File: src/rtl/shift_reg_univ.sv
// Universal WIDTH-bit register: hold, shift, rotate, load, asr, invert.
// Single-step via en, or multi-cycle bursts of a latched mode via start/cnt.
module shift_reg_univ #(
  parameter int                 WIDTH   = 8,
  parameter logic [WIDTH-1:0]   RST_VAL = '0,
  parameter logic [WIDTH-1:0]   SET_VAL = '1,
  parameter int                 CNT_W   = 4
) (
  input  logic             clk,
  input  logic             rst,
  input  logic             set,
  input  logic             en,
  input  logic [2:0]       mode,
  input  logic [WIDTH-1:0] d,
  input  logic             sl_in,
  input  logic             sr_in,
  input  logic             start,
  input  logic [CNT_W-1:0] cnt,
  output logic [WIDTH-1:0] q,
  output logic             so_l,
  output logic             so_r,
  output logic             busy,
  output logic             done
);

  typedef enum logic {IDLE, RUN} state_t;

  state_t           state;
  logic [2:0]       lmode;
  logic [CNT_W-1:0] rem;

  function automatic logic [WIDTH-1:0] step_op(
    input logic [2:0]       m,
    input logic [WIDTH-1:0] v,
    input logic             sl,
    input logic             sr,
    input logic [WIDTH-1:0] ld
  );
    logic [WIDTH-1:0] r;
    r = v;
    unique case (m)
      3'b000: r = v;
      3'b001: r = {v[WIDTH-2:0], sl};
      3'b010: r = {sr, v[WIDTH-1:1]};
      3'b011: r = {v[WIDTH-2:0], v[WIDTH-1]};
      3'b100: r = {v[0], v[WIDTH-1:1]};
      3'b101: r = ld;
      3'b110: r = {v[WIDTH-1], v[WIDTH-1:1]};
      3'b111: r = ~v;
    endcase
    return r;
  endfunction

  assign so_l = q[WIDTH-1];
  assign so_r = q[0];

  always_ff @(posedge clk) begin
    if (!rst) begin
      q     <= RST_VAL;
      busy  <= 1'b0;
      done  <= 1'b0;
      state <= IDLE;
      rem   <= '0;
      lmode <= 3'b000;
    end else if (set) begin
      q     <= SET_VAL;
      busy  <= 1'b0;
      done  <= 1'b0;
      state <= IDLE;
      rem   <= '0;
    end else begin
      done <= 1'b0;
      unique case (state)
        RUN: begin
          q   <= step_op(lmode, q, sl_in, sr_in, d);
          rem <= rem - 1'b1;
          if (rem == CNT_W'(1)) begin
            state <= IDLE;
            busy  <= 1'b0;
            done  <= 1'b1;
          end
        end
        IDLE: begin
          if (start) begin
            lmode <= mode;
            if (cnt == '0) begin
              done <= 1'b1;
            end else begin
              // first step of the burst happens on the accept edge
              q   <= step_op(mode, q, sl_in, sr_in, d);
              rem <= cnt - 1'b1;
              if (cnt == CNT_W'(1)) begin
                done <= 1'b1;
              end else begin
                state <= RUN;
                busy  <= 1'b1;
              end
            end
          end else if (en) begin
            q <= step_op(mode, q, sl_in, sr_in, d);
          end
        end
      endcase
    end
  end

endmodule
File: config.mk
export PLATFORM = sky130hd
export DESIGN_NAME = shift_reg_univ
export DESIGN_NICKNAME = d
export VERILOG_FILES = /design/src/rtl/shift_reg_univ.sv
export SDC_FILE = /design/constraint.sdc
export NUM_CORES = 1
export LEC_CHECK = 0
export BUFFER_PORTS_ARGS = -buffer_cell sky130_fd_sc_hd__buf_2
export CAP_MARGIN = 5
export CORE_MARGIN = 1
export CORE_UTILIZATION = 50
export DETAILED_ROUTE_END_ITERATION = 16
export GPL_TIMING_DRIVEN = 0
export PLACE_DENSITY = 0.74
export RECOVER_POWER = 50
export SETUP_SLACK_MARGIN = 0.1
export SLEW_MARGIN = 20
export SYNTH_ARGS = -nofsm -noshare
export SYNTH_HDL_FRONTEND = slang
export SYNTH_SLANG_ARGS = --single-unit
File: constraint.sdc
create_clock -name clk -period 3.5 [get_ports clk]
set_input_delay 0.525 -clock clk [delete_from_list [all_inputs] [get_ports clk]]
set_output_delay 0.525 -clock clk [all_outputs]
set_load 0.05 [all_outputs]
# [Word-level counts from Yosys, hierarchy flattened]
# Index checks and enable logic that the tools add are counted.
[totals] mem_bits_rw=0 mem_count=0 output_inout_bits=12 reg_bits=18 mem_bits_ro=0 latchBits=0
[op_classes] eq_ne=24 addsub=2 bitwise=4 multipliers=0 reduce_logical=9 div=0 shift=0 order_cmp=0 muxes=25
[op_table] operator="$pmux W8 S8" count=1
[op_table] operator="$pmux W8 S7" count=1
[op_table] operator="$mux W8" count=4
[op_table] operator="$eq A3 B3 Y1 const B" count=8
[op_table] operator="$pmux W8 S2" count=1
[op_table] operator="$eq A3 B2 Y1 const B" count=4
[op_table] operator="$mux W1" count=12
[op_table] operator="$eq A4 B1 Y1 const B" count=2
[op_table] operator="$mux W4" count=2
[op_table] operator="$ne A4 B4 Y1 const B" count=2
[op_table] operator="$not A8 Y8" count=1
[op_table] operator="$pmux W4 S2" count=1
[op_table] operator="$reduce_and A4 Y1" count=2
[op_table] operator="$sub A4 B1 Y4 const B" count=2
[op_table] operator="$eq A3 B1 Y1 const B" count=2
[op_table] operator="$logic_not A3 Y1" count=2
[op_table] operator="$ne A2 B2 Y1 const B" count=3
[op_table] operator="$ne A3 B3 Y1 const B" count=2
[op_table] operator="$pmux W1 S2" count=3
[op_table] operator="$reduce_and A3 Y1" count=2
[op_table] operator="$logic_not A4 Y1" count=1
[op_table] operator="$not A1 Y1" count=3
[op_table] operator="$ne A2 B1 Y1 const B" count=1
[op_table] operator="$reduce_and A2 Y1" count=1
[op_table] operator="$reduce_or A2 Y1" count=1

# [Logic depth before layout (Yosys ltp)]
# Gate-level depths: netlist (run 1).
[logic_depth] ltp_word=6 mapped_depth=8 ltp_nobuf=7

# [Worst setup path after synthesis (run 1)]
# No wires, ideal clock.
[synth_timing] path_kind="input -> register" from="input port mode[2]" to="register q[6]" arrival_time_ps=2031 stages=8 required_ps=3412 slack_ps=1380 setup_time_ps=88 cell_sequence="clkbuf_1 -> inv_1 -> ha_1 -> a2111oi_2 -> a311o_1 -> or2_1 -> buf_6 -> o32ai_2"
[synth_via] elab_chain_len=6 word_cells_on_any_way=14 cone_classes="7 x eq/ne; 6 x mux; 1 x reduce/logical"
[synth_rtl] element="start: declaration" line_no="13" rtl="input logic [2:0] mode,"
[synth_rtl] element="$eq A3 B3 Y1, or another cell as far along" line_no="41" rtl="unique case (m)"
[synth_rtl] element="$pmux W8 S8 (*)" line_no="41"
[synth_rtl] element="$mux W8, on equally long branches" line_no="99, 86"
[synth_rtl] element="$mux W8 (*)" line_no="84" rtl="if (start) begin"
[synth_rtl] element="$pmux W8 S2 (*)" line_no="73" rtl="unique case (state)"
[synth_rtl] element="$mux W8 (*)" line_no="65" rtl="end else if (set) begin"
[synth_rtl] element="end signal: assignment" line_no="75" rtl="q <= step_op(lmode, q, sl_in, sr_in, d);"
[synth_rtl] element="end signal: assignment" line_no="90" rtl="q <= step_op(mode, q, sl_in, sr_in, d);"
[synth_rtl] element="end signal: assignment" line_no="100" rtl="q <= step_op(mode, q, sl_in, sr_in, d);"
[synth_rtl] element="end: declaration" line_no="19" rtl="output logic [WIDTH-1:0] q,"
# Mark *: on every way between the ends. The rest lies on a longest branch, timed or not. The select of a mux whose other input is x is not followed.
# A chain may end at the register's enable or synchronous reset.

# [Final worst setup path (run 1)]
# Same ends and word-level chain as after synthesis.

==> run metrics, run 1 <==
layout cells sized above 1=17.96%; post-synth cell types=49; post-route clock skew=0.02045 ns; Worst Tran Pin Value=0.6037 ns; Core ar.=3103 um^2; total wire length=4.387 mm; Post-synth ARST share=0%; critical path fanouts, max=8; HPWL after DPL=3.209 mm; Final WS setup=1.336 ns; Mapped Cells=208; max cap viols=0; Pleak=0.7564 nW; grt ovf=0; HP Class=flip-flop to flip-flop; cell mode on critical path=inv_1; Final Hold Viols=0; total die area=3581 um^2; fin nets=274; chip width=59.84 um; Die Y=59.84 um; Hold Buf Count CTS=0; main flop type after synthesis=dfxtp_1; # resized after CTS=0; # port buffers=33; Top Ports=34; fin util=61.57%; Crit. End Element=flip-flop; CP arrival=2.36 ns; r2r setup slk=1.47 ns; Crit Path Category=input pin to flip-flop; drt wl/cell=15.18 um; H-Tree Depth=1; Critical Path Max Stage Delay=0.44 ns; via count=1756; gpl congestion=0.8617; yosys warns=0; hold slack=0.4666 ns; first-pass GRT wire length=7.024 mm; CP bufs+invs=4; WP data required=3.70 ns; Relative slew margins=59.93%; max frequency=462.2 MHz; row count=20; Setup violations, final=0; startpoint class of the critical path=input pin; ANT cells=0; outcome=complete, no violations; Initial Util=53.91%; Reg clk slew, reported paths=0.12 ns; Avg Vias per Cell=6.076; syn nets=236; register area share after synthesis=21.54%; Clock Path Buffers=2; Peak VDD IR=0.2705 mV; Post-synth EDFFs=0; initial antenna violation count=0; synth-to-layout area growth=14.21%; CP max stage cell=a221oi_1; TritonCTS Buffers=3; CTS tree=done; RR Endpoint=q[3]; Critical Path Stages=8; GRT Util Overall=25.63%; DR iter-0 viols=146; # fillers=312; R2R cell count=7; Inst Count DP=285; largest net degree at the start of global routing=11; Tmin final=2.164 ns; Mean Syn Cell Area=8.043 um^2; Crit path max-delay family=compound AO/OA/AOI/OAI gates; DRT antenna net count=0; Pre-antenna DRT Iters=4; dpl ws=1.057 ns; Sink Count=18; origin of the critical flop-to-flop path=state; Final period util=61.82%; critical path cell sequence=buf_2 > clkbuf_1 > inv_1 > ha_1 > inv_1 > o21ai_1 > a221oi_1 > o32ai_2; vias in the first global route=1517; Crit. Startpoint=mode[2]; Post-Route Setup TNS=0 ns; post-CTS setup buffers=0; # DRC=0; synthesized flop and latch total=18; crit path to=q[6]; Cell Pwr Density=343.5 nW/um^2; post-route insts no fill=289; Clk Latency, worst-skew pair=0.31 ns; max-slew violations=0; RSZ-0062 raised after global routing=false; Clock Tree Root=clkbuf_4; mapped cell area=1673 um^2
## synthesized netlist by cell type (2+ instances only)
cell type / number / share of area, %
nor2_1: 20 / 4.5
dfxtp_1: 18 / 22
inv_1: 15 / 3.4
nand2_1: 15 / 3.4
a221oi_1: 12 / 6.3
mux2i_1: 12 / 7.2
o21ai_0: 12 / 3.6
nand2b_1: 10 / 3.7
a21oi_1: 8 / 2.4
clkbuf_1: 7 / 1.6
a22o_1: 6 / 3.1
ha_1: 6 / 4.5
o32ai_2: 6 / 5.8
mux2_1: 5 / 3.4
nand3b_1: 4 / 1.8
buf_6: 3 / 2.0
nor2b_1: 3 / 1.1
xor2_1: 3 / 1.6
a211o_1: 2 / 1.0
a211oi_1: 2 / 0.90
buf_2: 2 / 0.60
buf_4: 2 / 0.90
nand3_1: 2 / 0.60
nor3_1: 2 / 0.60
nor3b_1: 2 / 0.90
o21ai_1: 2 / 0.60
o22ai_1: 2 / 0.75
o31ai_1: 2 / 0.90
or2_1: 2 / 0.75
or3_1: 2 / 0.75
## cell type report
| cell class | instances | area [um^2] | share of cell area, % |
|---|---|---|---|
| tap | 44 | 55.05 | 2.881 |
| multi-input combinational | 160 | 1167 | 61.10 |
| clock buffer | 4 | 36.28 | 1.899 |
| timing repair buffer | 33 | 153.9 | 8.055 |
| buffer | 14 | 77.57 | 4.060 |
| sequential | 18 | 360.3 | 18.86 |
| inverter | 16 | 60.06 | 3.143 |
## per-layer routing
layer	routed length, um	global-route usage (%)
met1	1962	35.73
met2	2005	40.16
met3	368	4.545
met4	51	7.309
met5	0	0
## stage by stage
stage	cell area (um^2)	total power, W
3_5_place_dp	1893	0.0005249
2_1_floorplan	1673	0.0004548
4_1_cts	1929	0.0006583
3_3_place_gp	1893	0.0005234
5_1_grt	1911	0.0006878
6_report	1911	0.0006563
## worst min-delay path by stage
| stage | from | to | slack [ns] | cells after the start |
|---|---|---|---|---|
| 3_5_place_dp | busy | busy | 0.45 | 2 |
| 3_3_place_gp | busy | busy | 0.45 | 2 |
| 6_report | busy | busy | 0.47 | 2 |
| 5_1_grt | busy | busy | 0.51 | 2 |
| 2_1_floorplan | rem[0] | rem[0] | 0.49 | 1 |
| 4_1_cts | busy | busy | 0.46 | 2 |
## logic make-up (layout without fill, tap and decap cells)
logic type | after synthesis | in the layout | share of synthesized area [%]
AO/OA/AOI/OAI | 67 | 67 | 32.83
XOR/XNOR | 3 | 3 | 1.571
adder cells (fa/ha/maj) | 6 | 6 | 4.488
buffers and inverters | 30 | 67 | 8.676
flip-flops | 18 | 18 | 21.54
multiplexers | 18 | 18 | 11.22
AND/OR/NAND/NOR | 66 | 66 | 19.67
## layout by cell type (no fill, tap or decap), types with 2 or more instances in the layout
cell type / synthesis / layout
dfxtp_1: 18 / 18
a21oi_1: 8 / 8
o22ai_1: 2 / 2
nand3b_1: 4 / 4
nor2_1: 20 / 20
nand2b_1: 10 / 10
o31ai_1: 2 / 2
o32ai_2: 6 / 6
clkbuf_4: 0 / 3
a22o_1: 6 / 6
mux2i_1: 12 / 12
o21ai_1: 2 / 2
nand3_1: 2 / 2
buf_2: 2 / 26
a211o_1: 2 / 2
buf_4: 2 / 2
a211oi_1: 2 / 2
clkbuf_1: 7 / 17
buf_6: 3 / 2
xor2_1: 3 / 3
mux2_1: 5 / 5
ha_1: 6 / 6
a221oi_1: 12 / 12
o21ai_0: 12 / 12
nor3b_1: 2 / 2
or2_1: 2 / 2
or3_1: 2 / 2
nor2b_1: 3 / 3
nor3_1: 2 / 2
inv_1: 15 / 15
nand2_1: 15 / 15
## sequential cells by signal (all words and copies together) (netlist names)
signal / count
q: 8
rem: 4
lmode: 3
busy: 1
done: 1
state: 1
## report_power, final
group	internal (W)	total (W)	switching (W)
sequential	0.000223	0.000255	0.0000314
combinational	0.0000967	0.000266	0.000169
clock	0.0000635	0.000136	0.0000721
## worst min-delay path, stage by stage, from the launching register on
cell	delay [ns]
dfxtp_1	0.32
nand2_1	0.05
a21oi_1	0.05
Power figures use the tool's default switching activity.
==> run 2, diff against run 1 <==
--- a/config.mk
+++ b/config.mk
@@ -11,7 +11,7 @@
 export CORE_UTILIZATION = 50
 export DETAILED_ROUTE_END_ITERATION = 16
 export GPL_TIMING_DRIVEN = 0
-export PLACE_DENSITY = 0.74
+export PLACE_DENSITY = 0.77
 export RECOVER_POWER = 50
 export SETUP_SLACK_MARGIN = 0.1
 export SLEW_MARGIN = 20
==> constraint.sdc (replaced) <==
create_clock -name clk -period 1.9 [get_ports clk]
set_input_delay 0.285 -clock clk [delete_from_list [all_inputs] [get_ports clk]]
set_output_delay 0.285 -clock clk [all_outputs]
set_load 0.05 [all_outputs]
==> run metrics, run 2 (same netlist as run 1, synthesis figures left out) <==
Tot Pwr=0.001245 W (+90%); HP Class=input pin to flip-flop; Setup violations, final=0 (unchanged); row count=20 (unchanged); DR iter-0 viols=166 (+14%); vias in the first global route=1619 (+6.7%); max frequency=575.3 MHz; max cap viols=0 (unchanged); post-route clock skew=0.01761 ns (-0.002840 ns); Sink Count=18 (unchanged); via count=1785 (+1.7%); Pleak=0.8139 nW (+7.6%); fin area=2027 um^2 (+6.1%); total die area=3581 um^2 (unchanged); Crit path max-delay family=compound AO/OA/AOI/OAI gates; RSZ-0062 raised after global routing=false; commonest non-fill, non-tap cell in the layout=buf_2; drt wl/cell=15.69 um (+3.4%); hold_sp=sl_in; fin util=65.32% (+3.7 points); Core ar.=3103 um^2 (unchanged); Peak VDD IR=0.3820 mV (+41%); Crit Path Category=flip-flop to flip-flop; # fillers=300 (-3.8%); # port buffers=33 (unchanged); DRT antenna net count=0 (unchanged); Largest regs=q (8), rem (4), lmode (3); Initial Util=53.91% (unchanged); GRT Util Overall=27.16% (+1.5 points); synth-to-layout area growth=21.17%; Die Y=59.84 um (unchanged); fin nets=278 (+1.5%); chip width=59.84 um (unchanged); WP data required=2.10 ns (-1.60 ns); HPWL after DPL=3.266 mm (+1.8%); max-slew violations=0 (unchanged); TritonCTS Buffers=3 (unchanged); Multi-input gate area=1220 um^2 (+4.5%); Sequential cell area=367.9 um^2 (+2.1%); Final Hold Viols=0 (unchanged); max reg flops=8 (unchanged); Hold Buf Count CTS=0 (unchanged); CP max stage cell=dfxtp_1; Inst Count DP=285 (unchanged); CP bufs+invs=3 (-1); gpl congestion=0.8615 (about the same); CP arrival=1.94 ns (-0.42 ns); outcome=complete, no violations; Clk Latency, worst-skew pair=0.30 ns (about the same); Top Ports=34 (unchanged); initial antenna violation count=0 (unchanged); first-pass GRT wire length=7.362 mm (+4.8%); startpoint class of the critical path=flip-flop; Crit. End Element=flip-flop; layout cells sized above 1=26.10% (+8.1 points); Avg Vias per Cell=6.092 (+0.26%); Tmin final=1.738 ns; Clock Tree Root=clkbuf_4; origin of the critical flop-to-flop path=state; Final period util=91.48%; critical path cell sequence=buf_6 > or2_1 > buf_6 > a2111oi_4 > a311o_1 > or2_1 > buf_6 > o32ai_2; Reg with most FFs=q; # DRC=0 (unchanged); CTS tree=done; critical path fanouts, max=8 (unchanged); Critical Path Max Stage Delay=0.33 ns (-0.11 ns); H-Tree Depth=1 (unchanged); placed cell areas=1909 um^2 (+0.86%); Relative slew margins=60.63% (+0.71 points); Reg clk slew, reported paths=0.12 ns (about the same); Cell Pwr Density=614.1 nW/um^2 (+79%); Crit. Startpoint=state; ANT cells=0 (unchanged); most frequent cells in the layout=buf_2, nor2_1, inv_1; Clock Path Buffers=2 (unchanged); cell mode on critical path=buf_6; total wire length=4.597 mm (+4.8%); grt ovf=0 (unchanged); post-route insts no fill=293 (+1.4%); Pre-antenna DRT Iters=4 (unchanged); Worst Tran Pin Value=0.5931 ns (-0.01063 ns); largest net degree at the start of global routing=11 (unchanged)
run 2: power breakdown:
group	switching (W)	internal [W]	leakage (nW)
sequential	0.0000577	0.000415	0.150
combinational	0.000328	0.000202	0.643
clock	0.000125	0.000117	0.0210
total	0.000511	0.000734	0.814
run 2: worst min-delay path, delay by kind of cell:
family	cells	cell delay [ns]
compound gates	2	0.22
buf+inv	1	0.08
run 2: worst paths after layout:
| check | end | slack, ns | cells after the start |
|---|---|---|---|
| setup / recovery | q[4] | 0.16 | 8 |
| hold / removal | q[0] | 0.31 | 3 |
| setup reg to reg | q[4] | 0.16 | 8 |
| hold reg to reg | busy | 0.47 | 2 |
run 2: what timing repair did:
action	4_1_cts	5_1_grt
pin swaps	2	3
buffers inserted	3	1
hold endpoints to repair	0	0
resized for setup	4	13
setup endpoints to repair	7	8
run 2: per-layer routing:
layer / routed length, um / vias up / track usage, %
li1: - / 860 / -
met1: 1923 / 821 / 35.86
met2: 2269 / 90 / 45.87
met3: 300 / 14 / 4.329
met4: 104 / 0 / 6.645
met5: 0 / - / 0
run 2: stage by stage:
stage	setup TNS [ns]	hold slack, ns	setup slack [ns]
4_1_cts	0	0.3043	0.1121
3_3_place_gp	-0.9218	0.4524	-0.1393
6_report	0	0.3058	0.1618
2_1_floorplan	0	0.4354	0.1017
5_1_grt	0	0.3301	0.07306
3_5_place_dp	-0.9554	0.4524	-0.1476
run 2: cell type report:
cell class	instances	area share, %
Buffer	14	4.815
Clock buffer	4	1.790
Inverter	16	3.086
Multi-Input combinational cell	160	60.19
Sequential cell	18	18.15
Tap cell	44	2.716
Timing Repair Buffer	37	9.259
==> run 3, diff against run 2 <==
--- a/config.mk
+++ b/config.mk
@@ -5,8 +5,10 @@
 export SDC_FILE = /design/constraint.sdc
 export NUM_CORES = 1
 export LEC_CHECK = 0
+export ABC_AREA = 1
 export BUFFER_PORTS_ARGS = -buffer_cell sky130_fd_sc_hd__buf_2
 export CAP_MARGIN = 5
+export CORE_ASPECT_RATIO = 0.7
 export CORE_MARGIN = 1
 export CORE_UTILIZATION = 50
 export DETAILED_ROUTE_END_ITERATION = 16
==> run metrics, run 3 <==
outcome=finished with violations; failing checks=DRC; r2r setup slk=0.29 ns (+0.13 ns); critical path fanouts, max=10 (+2); WP data required=2.09 ns (about the same); HP Class=input pin to flip-flop; Clock Path Buffers=2 (unchanged); DRT antenna net count=0 (unchanged); Reg clk slew, reported paths=0.07 ns (-0.05 ns); chip width=71.21 um (+19%); routing usage on met3=6.627% (+2.3 points); hold slack=0.2790 ns (-0.02679 ns); initial antenna violation count=0 (unchanged); max cap viols=0 (unchanged); post-route clock skew=0.001659 ns (-0.01595 ns); commonest non-fill, non-tap cell in the layout=nand2_1; Largest regs=q (8), rem (4), lmode (3); Yosys top cell area share=21.49% (-0.048 points); via count=2014 (+13%); Reg with most FFs=q; Tmin final=1.694 ns (-0.04443 ns); cell taking the most area after synthesis=dfxtp_1; synthesized flop and latch total=18 (unchanged); Initial Util=52.90% (-1.0 points); RSZ-0062 raised after global routing=false; Sink Count=18 (unchanged); Mapped Cells=283 (+36%); layer with the highest usage=met1; Mean Syn Cell Area=5.924 um^2 (-26%); CTS tree=done; ANT cells=0 (unchanged); HPWL after DPL=3.483 mm (+6.6%); fin area=1936 um^2 (-4.5%); met1 usage=43.59% (+7.7 points); Peak VDD IR=0.3873 mV (+1.4%); Final Hold Viols=0 (unchanged); DR iter-0 viols=236 (+42%); origin of the critical flop-to-flop path=state; Die Y=50.45 um (-16%); CP arrival=1.88 ns (-0.06 ns); mapped cell area=1677 um^2 (+0.22%); yosys warns=0 (unchanged); layout cells sized above 1=16.56% (-9.5 points); drt wl/cell=13.11 um (-16%); synth-to-layout area growth=15.45%; Crit. End Element=flip-flop; max frequency=590.4 MHz (+2.6%); Relative slew margins=60.10% (-0.53 points); Clk Latency, worst-skew pair=0.26 ns (-0.04 ns); total wire length=4.693 mm (+2.1%); post-CTS setup buffers=0 (-3); R2R cell count=8 (unchanged); synth top area cells=dfxtp_1, nand2_1, a21oi_1; fin nets=349 (+26%); placed cell areas=1889 um^2 (-1.0%); syn nets=311 (+32%); grt ovf=0 (unchanged); row count=17 (-15%); largest net degree at the start of global routing=11 (unchanged); vias in the first global route=1631 (+0.74%); Hold Buf Count CTS=0 (unchanged); Post-synth EDFFs=0 (unchanged); synth cell count leaders=nand2_1, inv_1, a21oi_1, nand3_1, nand4_1; first-pass GRT wire length=7.824 mm (+6.3%); TritonCTS Buffers=3 (unchanged); most frequent cell after synthesis=nand2_1; max reg flops=8 (unchanged); most frequent cells in the layout=nand2_1, inv_1, buf_2; Setup violations, final=0 (unchanged); H-Tree Depth=1 (unchanged); max-slew violations=0 (unchanged); Core ar.=3169 um^2 (+2.1%); Top Ports=34 (unchanged); crit path to=q[6]; # DRC=1 (+1); post-synth cell types=26 (-47%); RR Endpoint=q[6]; # port buffers=33 (unchanged); Crit. Startpoint=mode[2]; Avg Vias per Cell=5.626 (-7.7%); GRT Util Overall=28.05% (+0.89 points); gpl congestion=0.9189 (+6.7%); startpoint class of the critical path=input pin; Cell Pwr Density=638.9 nW/um^2 (+4.0%); register area share after synthesis=21.49% (-0.048 points); Crit Path Category=input pin to flip-flop; Worst Tran Pin Value=0.6010 ns (+0.007961 ns); Pre-antenna DRT Iters=11 (+7); met2 Usage GRT=38.73% (-7.1 points); Clock Tree Root=clkbuf_8; post-route insts no fill=358 (+22%); Pleak=0.9304 nW (+14%); main flop type after synthesis=dfxtp_1; Post-synth ARST share=0% (unchanged); total die area=3593 um^2 (+0.33%); Final period util=89.15% (-2.3 points); Inst Count DP=354 (+24%)
-- run 3: cell count changes in the layout (fill, tap and decap cells not counted), moves of 9 or more --
cell and change:
inv_1 +20, a221oi_1 -11, mux2i_1 -12, a21oi_1 +20
nand2b_1 -9, nand3_1 +26, nand4_1 +20, nand2_1 +51
-- run 3: cell families (layout without fill, tap and decap cells) --
kind of cell,count (synthesis),in the layout,synth area share (%)
AO/OA/AOI/OAI,54,54,17.17
XOR/XNOR,3,3,1.567
adder cells (fa/ha/maj),6,6,4.477
buffers and inverters,51,88,12.46
flip-flops,18,18,21.49
AND/OR/NAND/NOR,151,151,42.84
-- run 3: cell type report --
class                           instances  area, um^2
Fill cell                             302        1234
Clock buffer                            4       55.05
Buffer                                  9       51.30
Multi-Input combinational cell        214        1110
Sequential cell                        18       360.3
Inverter                               42       157.7
Timing Repair Buffer                   33       153.9
Tap cell                               38       47.55
-- run 3: per-layer routing --
layer | vias to the layer above | share of wire, %
met3 | 6 | 12
met1 | 876 | 50
met5 | - | 0
li1 | 1020 | -
met4 | 0 | 0.62
met2 | 112 | 38
-- run 3: metrics by stage --
step	setup WS, ns	setup TNS [ns]	power, W	utilization [%]
global placement	-0.05524	-0.3407	0.0009146	59.61
CTS	0.1808	0	0.001242	61.35
floorplan	0.4128	0	0.0007924	-
detailed placement	-0.08698	-0.5545	0.0009165	59.61
finish	0.2062	0	0.001237	61.07
global route	0.1292	0	0.001322	61.07
-- run 3: where the power goes --
part	internal, W	leakage [nW]	switching, W
clock	0.000184	0.0288	0.000138
combinational	0.000133	0.753	0.000321
sequential	0.000410	0.149	0.0000502
total	0.000728	0.930	0.000509
-- run 3: worst min path at each step --
stage          start  endpoint  slack [ns]  depth (start not counted)
2_1_floorplan    rst  lmode[1]        0.42                          2
3_3_place_gp    busy      busy        0.45                          2
3_5_place_dp    busy      busy        0.46                          2
4_1_cts          rst  lmode[2]        0.28                          3
5_1_grt          rst  lmode[1]        0.29                          3
6_report         rst  lmode[1]        0.28                          3
-- run 3: repair_timing --
action	4_1_cts	5_1_grt
endpoints found under the hold margin	0	0
setup endpoints to repair	0	7
gates resized for setup	0	1
-- run 3: critical path, cell delays in order --
cell and delay [ns]:
buf_2 0.10, buf_2 0.17, inv_1 0.19, ha_1 0.19
clkinv_1 0.27, nand2_2 0.27, a21oi_1 0.09, nand2_1 0.08
nand3_1 0.09, a21oi_1 0.13
